[config.mk]
export PLATFORM = sky130hd
export DESIGN_NAME = gf8_reduce_seq_flat
export DESIGN_NICKNAME = d
export VERILOG_FILES = /design/src/rtl/gf8_reduce_seq_if.sv /design/src/rtl/gf8_reduce_seq.sv /design/src/flat_wrapper.sv
export SDC_FILE = /design/constraint.sdc
export NUM_CORES = 1
export LEC_CHECK = 0
export BUFFER_PORTS_ARGS = -buffer_cell sky130_fd_sc_hd__buf_2
export CORE_UTILIZATION = 49
export DETAILED_ROUTE_END_ITERATION = 10
export GPL_TIMING_DRIVEN = 0
export HOLD_SLACK_MARGIN = 0.08
export PLACE_DENSITY = 0.87
export SETUP_SLACK_MARGIN = 0.02
export SYNTH_ARGS = -nofsm -noshare
export SYNTH_HDL_FRONTEND = slang
export SYNTH_SLANG_ARGS = --single-unit
[constraint.sdc]
create_clock -name clk -period 1.8 [get_ports clk]
set_input_delay 0.27 -clock clk [delete_from_list [all_inputs] [get_ports clk]]
set_output_delay 0.27 -clock clk [all_outputs]
set_load 0.005 [all_outputs]
[src/rtl/gf8_reduce_seq_if.sv]
// Handshake bundle between the carry-less multiplier, the GF(2^8) reducer and its consumer.
// master drives products and consumes results; slave is the reducer.
interface gf8_reduce_seq_if;
  logic        in_valid;
  logic        in_ready;
  logic [14:0] in_prod;
  logic        out_valid;
  logic        out_ready;
  logic [7:0]  out_res;
  logic        busy;

  modport master (
    output in_valid, in_prod, out_ready,
    input  in_ready, out_valid, out_res, busy
  );

  modport slave (
    input  in_valid, in_prod, out_ready,
    output in_ready, out_valid, out_res, busy
  );
endinterface

[src/rtl/gf8_reduce_seq.sv]
// Bit-serial reduction of a 15-bit carry-less product modulo POLY, one coefficient per cycle, MSB first.
// Fixed 7-cycle latency from accept to out_valid; in_ready low while busy, result held until out_ready.
module gf8_reduce_seq #(
  parameter logic [8:0] POLY = 9'h11B
) (
  input logic             clk,
  input logic             rst,
  gf8_reduce_seq_if.slave bus
);
  typedef enum logic [1:0] {S_IDLE, S_RUN, S_DONE} state_t;

  state_t      r_state;
  state_t      w_state_nxt;
  logic [14:0] r_rem;
  logic [14:0] w_rem_nxt;
  logic [14:0] w_fold;
  logic [14:0] w_poly_sh;
  logic [2:0]  r_cnt;
  logic [2:0]  w_cnt_nxt;
  logic [3:0]  w_bit;

  if (!POLY[8]) begin : g_poly_chk
    $error("gf8_reduce_seq: POLY must be of degree 8 (POLY[8] = 1)");
  end

  // Fold target is coefficient 8+cnt; XOR-ing the shifted modulus clears it.
  assign w_bit     = {1'b1, r_cnt};
  assign w_poly_sh = {6'd0, POLY} << r_cnt;
  assign w_fold    = r_rem[w_bit] ? (r_rem ^ w_poly_sh) : r_rem;

  always_ff @(posedge clk) begin
    if (rst) begin
      r_state <= S_IDLE;
      r_rem   <= '0;
      r_cnt   <= '0;
    end else begin
      r_state <= w_state_nxt;
      r_rem   <= w_rem_nxt;
      r_cnt   <= w_cnt_nxt;
    end
  end

  always_comb begin
    w_state_nxt   = r_state;
    w_rem_nxt     = r_rem;
    w_cnt_nxt     = r_cnt;
    bus.in_ready  = 1'b0;
    bus.out_valid = 1'b0;
    bus.busy      = 1'b0;
    case (r_state)
      S_IDLE: begin
        bus.in_ready = 1'b1;
        if (bus.in_valid) begin
          w_rem_nxt   = bus.in_prod;
          w_cnt_nxt   = 3'd6;
          w_state_nxt = S_RUN;
        end
      end
      S_RUN: begin
        bus.busy  = 1'b1;
        w_rem_nxt = w_fold;
        if (r_cnt == 3'd0) begin
          w_state_nxt = S_DONE;
        end else begin
          w_cnt_nxt = r_cnt - 3'd1;
        end
      end
      S_DONE: begin
        bus.busy      = 1'b1;
        bus.out_valid = 1'b1;
        if (bus.out_ready) begin
          w_state_nxt = S_IDLE;
        end
      end
      default: w_state_nxt = S_IDLE;
    endcase
    // Handshake outputs are forced quiet for the whole reset cycle, not just after the edge.
    if (rst) begin
      bus.in_ready  = 1'b0;
      bus.out_valid = 1'b0;
      bus.busy      = 1'b0;
    end
  end

  assign bus.out_res = r_rem[7:0];

  always_ff @(posedge clk) begin
    if (!rst && r_state == S_RUN && r_cnt == 3'd0) begin
      assert (w_fold[14:8] == 7'd0)
        else $error("gf8_reduce_seq: high coefficients not cleared entering DONE");
    end
  end
endmodule

[src/flat_wrapper.sv]
// flat-port wrapper written by rule: the top's interface ports become plain ports
module gf8_reduce_seq_flat 
#(
  parameter logic [8:0] POLY = 9'h11B
)
  (clk, rst, bus_in_valid, bus_in_prod, bus_out_ready, bus_in_ready, bus_out_valid, bus_out_res, bus_busy);
  gf8_reduce_seq_if bus_i ();
  input logic clk;
  input logic rst;
  input wire logic [$bits(bus_i.in_valid)-1:0] bus_in_valid;
  input wire logic [$bits(bus_i.in_prod)-1:0] bus_in_prod;
  input wire logic [$bits(bus_i.out_ready)-1:0] bus_out_ready;
  output wire logic [$bits(bus_i.in_ready)-1:0] bus_in_ready;
  output wire logic [$bits(bus_i.out_valid)-1:0] bus_out_valid;
  output wire logic [$bits(bus_i.out_res)-1:0] bus_out_res;
  output wire logic [$bits(bus_i.busy)-1:0] bus_busy;
  assign bus_i.in_valid = bus_in_valid;
  assign bus_i.in_prod = bus_in_prod;
  assign bus_i.out_ready = bus_out_ready;
  assign bus_in_ready = bus_i.in_ready;
  assign bus_out_valid = bus_i.out_valid;
  assign bus_out_res = bus_i.out_res;
  assign bus_busy = bus_i.busy;
  gf8_reduce_seq #(.POLY(POLY)) u_core (.clk(clk), .rst(rst), .bus(bus_i));
endmodule
==> impl_metrics.env <==
export IMPL_status="finished with violations"
export IMPL_violations="negative setup slack"
export IMPL_relSlewSlack_pct=57.7
export IMPL_synthCells=177
export IMPL_power_leakage_nw=0.814
export IMPL_met2_usage_pct=43.0
export IMPL_finalClockSkew_ns=0.0111
export IMPL_setup_viol=7
export IMPL_synth_area_um2=1440
export IMPL_diodes=0
export IMPL_hold_buffers=0
export IMPL_cts_tree="done"
export IMPL_cp_slowest_cell="or4b_4"
export IMPL_ys_ff_latch=20
export IMPL_worst_slew_pin_slew_ns=0.635
export IMPL_cts_inserted_buffers=3
export IMPL_placedCellCount=236
export IMPL_p_total_mw=3.26
export IMPL_hpwl_um=2450
export IMPL_overflow=0
export IMPL_core_area_um2=2780
export IMPL_crit_path_max_incr_delay_ns=0.56
export IMPL_rows=19
export IMPL_startpoint_type="flop"
export IMPL_yosys_warnings=0
export IMPL_drcViolationCount=0
export IMPL_die_area_um2=3170
export IMPL_ios=30
export IMPL_area_growth_pct=34.5
export IMPL_endpoint_kind="flop"
export IMPL_nets=255
export IMPL_first_iter_violations=73
export IMPL_grt_start_max_net_pins=13
export IMPL_cp_cell_sequence="mux2i_1 -> o311ai_2 -> buf_4 -> o21ai_4 -> or4b_4 -> a31oi_4"
export IMPL_ys_flop_type="dfxtp_1"
export IMPL_worst_slack_ns=-0.0733
export IMPL_start_util_pct=51.9
export IMPL_finalNonFillerCells=257
export IMPL_hold_violations=0
export IMPL_cp_num_buf_inv=1
export IMPL_clock_fmax_mhz=534
export IMPL_crit_family="simple AND/OR/NAND/NOR gates"
export IMPL_cts_root_buffer="clkbuf_4"
export IMPL_required_ns=2.06
export IMPL_antenna_found_initial=0
export IMPL_crit_type="flop to flop"
export IMPL_post_place_ws_ns=-0.335
export IMPL_synthArstFlopShare_pct=0
export IMPL_min_path_type="primary input to flop"
export IMPL_die_height_um=56.3
export IMPL_yosysSeqAreaShare_pct=27.7
export IMPL_avgRoutedWirePerCell_um=16.1
export IMPL_maxCapViolCount=0
export IMPL_synth_edf_count=0
export IMPL_via_per_inst=5.89
export IMPL_insertion_delay_ns=0.32
export IMPL_fin_setup_tns_ns=-0.223
export IMPL_portBuffers=28
export IMPL_htreeDepth=1
export IMPL_grt_util_met1_pct=30.8
export IMPL_min_period_ns=1.87
export IMPL_ant_nets=0
export IMPL_grt_pass1_vias=1356
export IMPL_peakVddDrop_mv=1.41
export IMPL_finalInstanceArea_um2=1940
export IMPL_grt_usage_pct=25.1
export IMPL_slew_violations=0
export IMPL_place_area_um2=1640
export IMPL_grt_pass1_wl_um=6210
export IMPL_synth_cell_type_count=34
export IMPL_drive_gt1_share_pct=39.4
export IMPL_grt_setup_unrepaired="yes"
export IMPL_fp_dieW_um=56.3
export IMPL_crit_fanout=8
export IMPL_busiest_layer="met2"
export IMPL_final_period_utilization_pct=104
export IMPL_vias=1515
export IMPL_worstPathArrival_ns=2.13
export IMPL_clkSinkCount=20
export IMPL_power_density_nw_per_um2=1680
export IMPL_clockBufferDepth=2
export IMPL_clkTransAtPathRegs_ns=0.13
export IMPL_avgSynthCellArea_um2=8.16
export IMPL_synth_fp_nets=205
export IMPL_first_pass_iters=4
export IMPL_post_route_util_pct=69.8
export IMPL_totalWireLength_um=4150
export IMPL_worst_hold_slack_ns=0.205
export IMPL_grt_use_met3_pct=5.30
export IMPL_routabilityCongestion=0.851
synthesized netlist by cell type, types with 3 or more instances:
master / number / area share, %
a32oi_1: 7 / 4.2
buf_4: 8 / 4.2
or4b_1: 6 / 4.2
nor2b_1: 4 / 1.7
nand2b_1: 9 / 3.9
dfxtp_1: 20 / 28
inv_1: 9 / 2.3
nor2_1: 13 / 3.4
clkbuf_1: 8 / 2.1
a31oi_1: 8 / 3.5
ha_1: 9 / 7.8
a21oi_1: 13 / 4.5
buf_2: 3 / 1.0
o32ai_1: 4 / 2.4
mux2i_1: 14 / 9.7
nand2_1: 15 / 3.9
o22ai_1: 4 / 1.7
o21ai_0: 5 / 1.7
layout make-up:
class,instances,area (um2)
multi-input combinational,128,985
fill,224,840
sequential,20,408
timing repair buffer,45,275
buffer,20,141
inverter,9,41.3
tap,31,38.8
clock inverter,1,30.0
clock buffer,3,22.5
worst register-to-register path, delay by kind of cell (launching register included):
family	cells	cell delay, ns
AO/OA/AOI/OAI	3	0.52
buffers and inverters	1	0.18
multiplexers	1	0.14
AND/OR/NAND/NOR	1	0.56
flip-flops	1	0.41
kinds of logic after synthesis:
group	synth area share (%)
simple gates	20.8
compound gates	22.5
buf+inv	10.7
flops	27.7
mux	10.5
fa+ha+maj	7.80
metal layers:
layer	part of all wire [%]	wire, um	vias up
li1	-	-	734
met1	43	1790	705
met2	48	2010	68
met3	7.1	295	8
met4	1.4	58	0
met5	0	0	-
sequential cells by signal (all words and copies together) (netlist names):
name / cells
u_core.r_cnt: 3
u_core.r_rem: 15
u_core.r_state: 2
path summary, 6_finish.rpt:
| path | startpoint | to | slack [ns] | cells after the start |
|---|---|---|---|---|
| setup reg to reg | u_core.r_cnt[0] | u_core.r_rem[8] | -0.07 | 6 |
| setup / recovery | u_core.r_cnt[0] | u_core.r_rem[8] | -0.07 | 6 |
| hold reg to reg | u_core.r_rem[1] | u_core.r_rem[1] | 0.51 | 2 |
| hold / removal | bus_in_prod[3] | u_core.r_rem[3] | 0.20 | 3 |
power breakdown:
group | total, mW | switching (mW) | leakage (nW) | internal (mW)
clock | 0.385 | 0.159 | 0.0279 | 0.225
sequential | 0.783 | 0.162 | 0.166 | 0.621
combinational | 2.09 | 1.07 | 0.620 | 1.02
total | 3.25 | 1.39 | 0.814 | 1.86
cell usage in the layout, fill, tap and decap left out, types with 6 or more instances in the layout:
cell,instances
clkbuf_4,6
ha_1,7
nand2_1,15
buf_2,28
mux2i_1,12
nor2_1,12
a21oi_1,13
dfxtp_1,16
a31oi_1,7
a32oi_1,6
buf_4,25
inv_1,7
nand2b_1,8
what timing repair did:
action,in CTS,in global routing
gates resized for setup,20,22
gates cloned,0,1
buffers inserted,12,5
endpoints found under the setup margin,20,20
pin swaps,4,13
(Power assumes the default switching activity.)
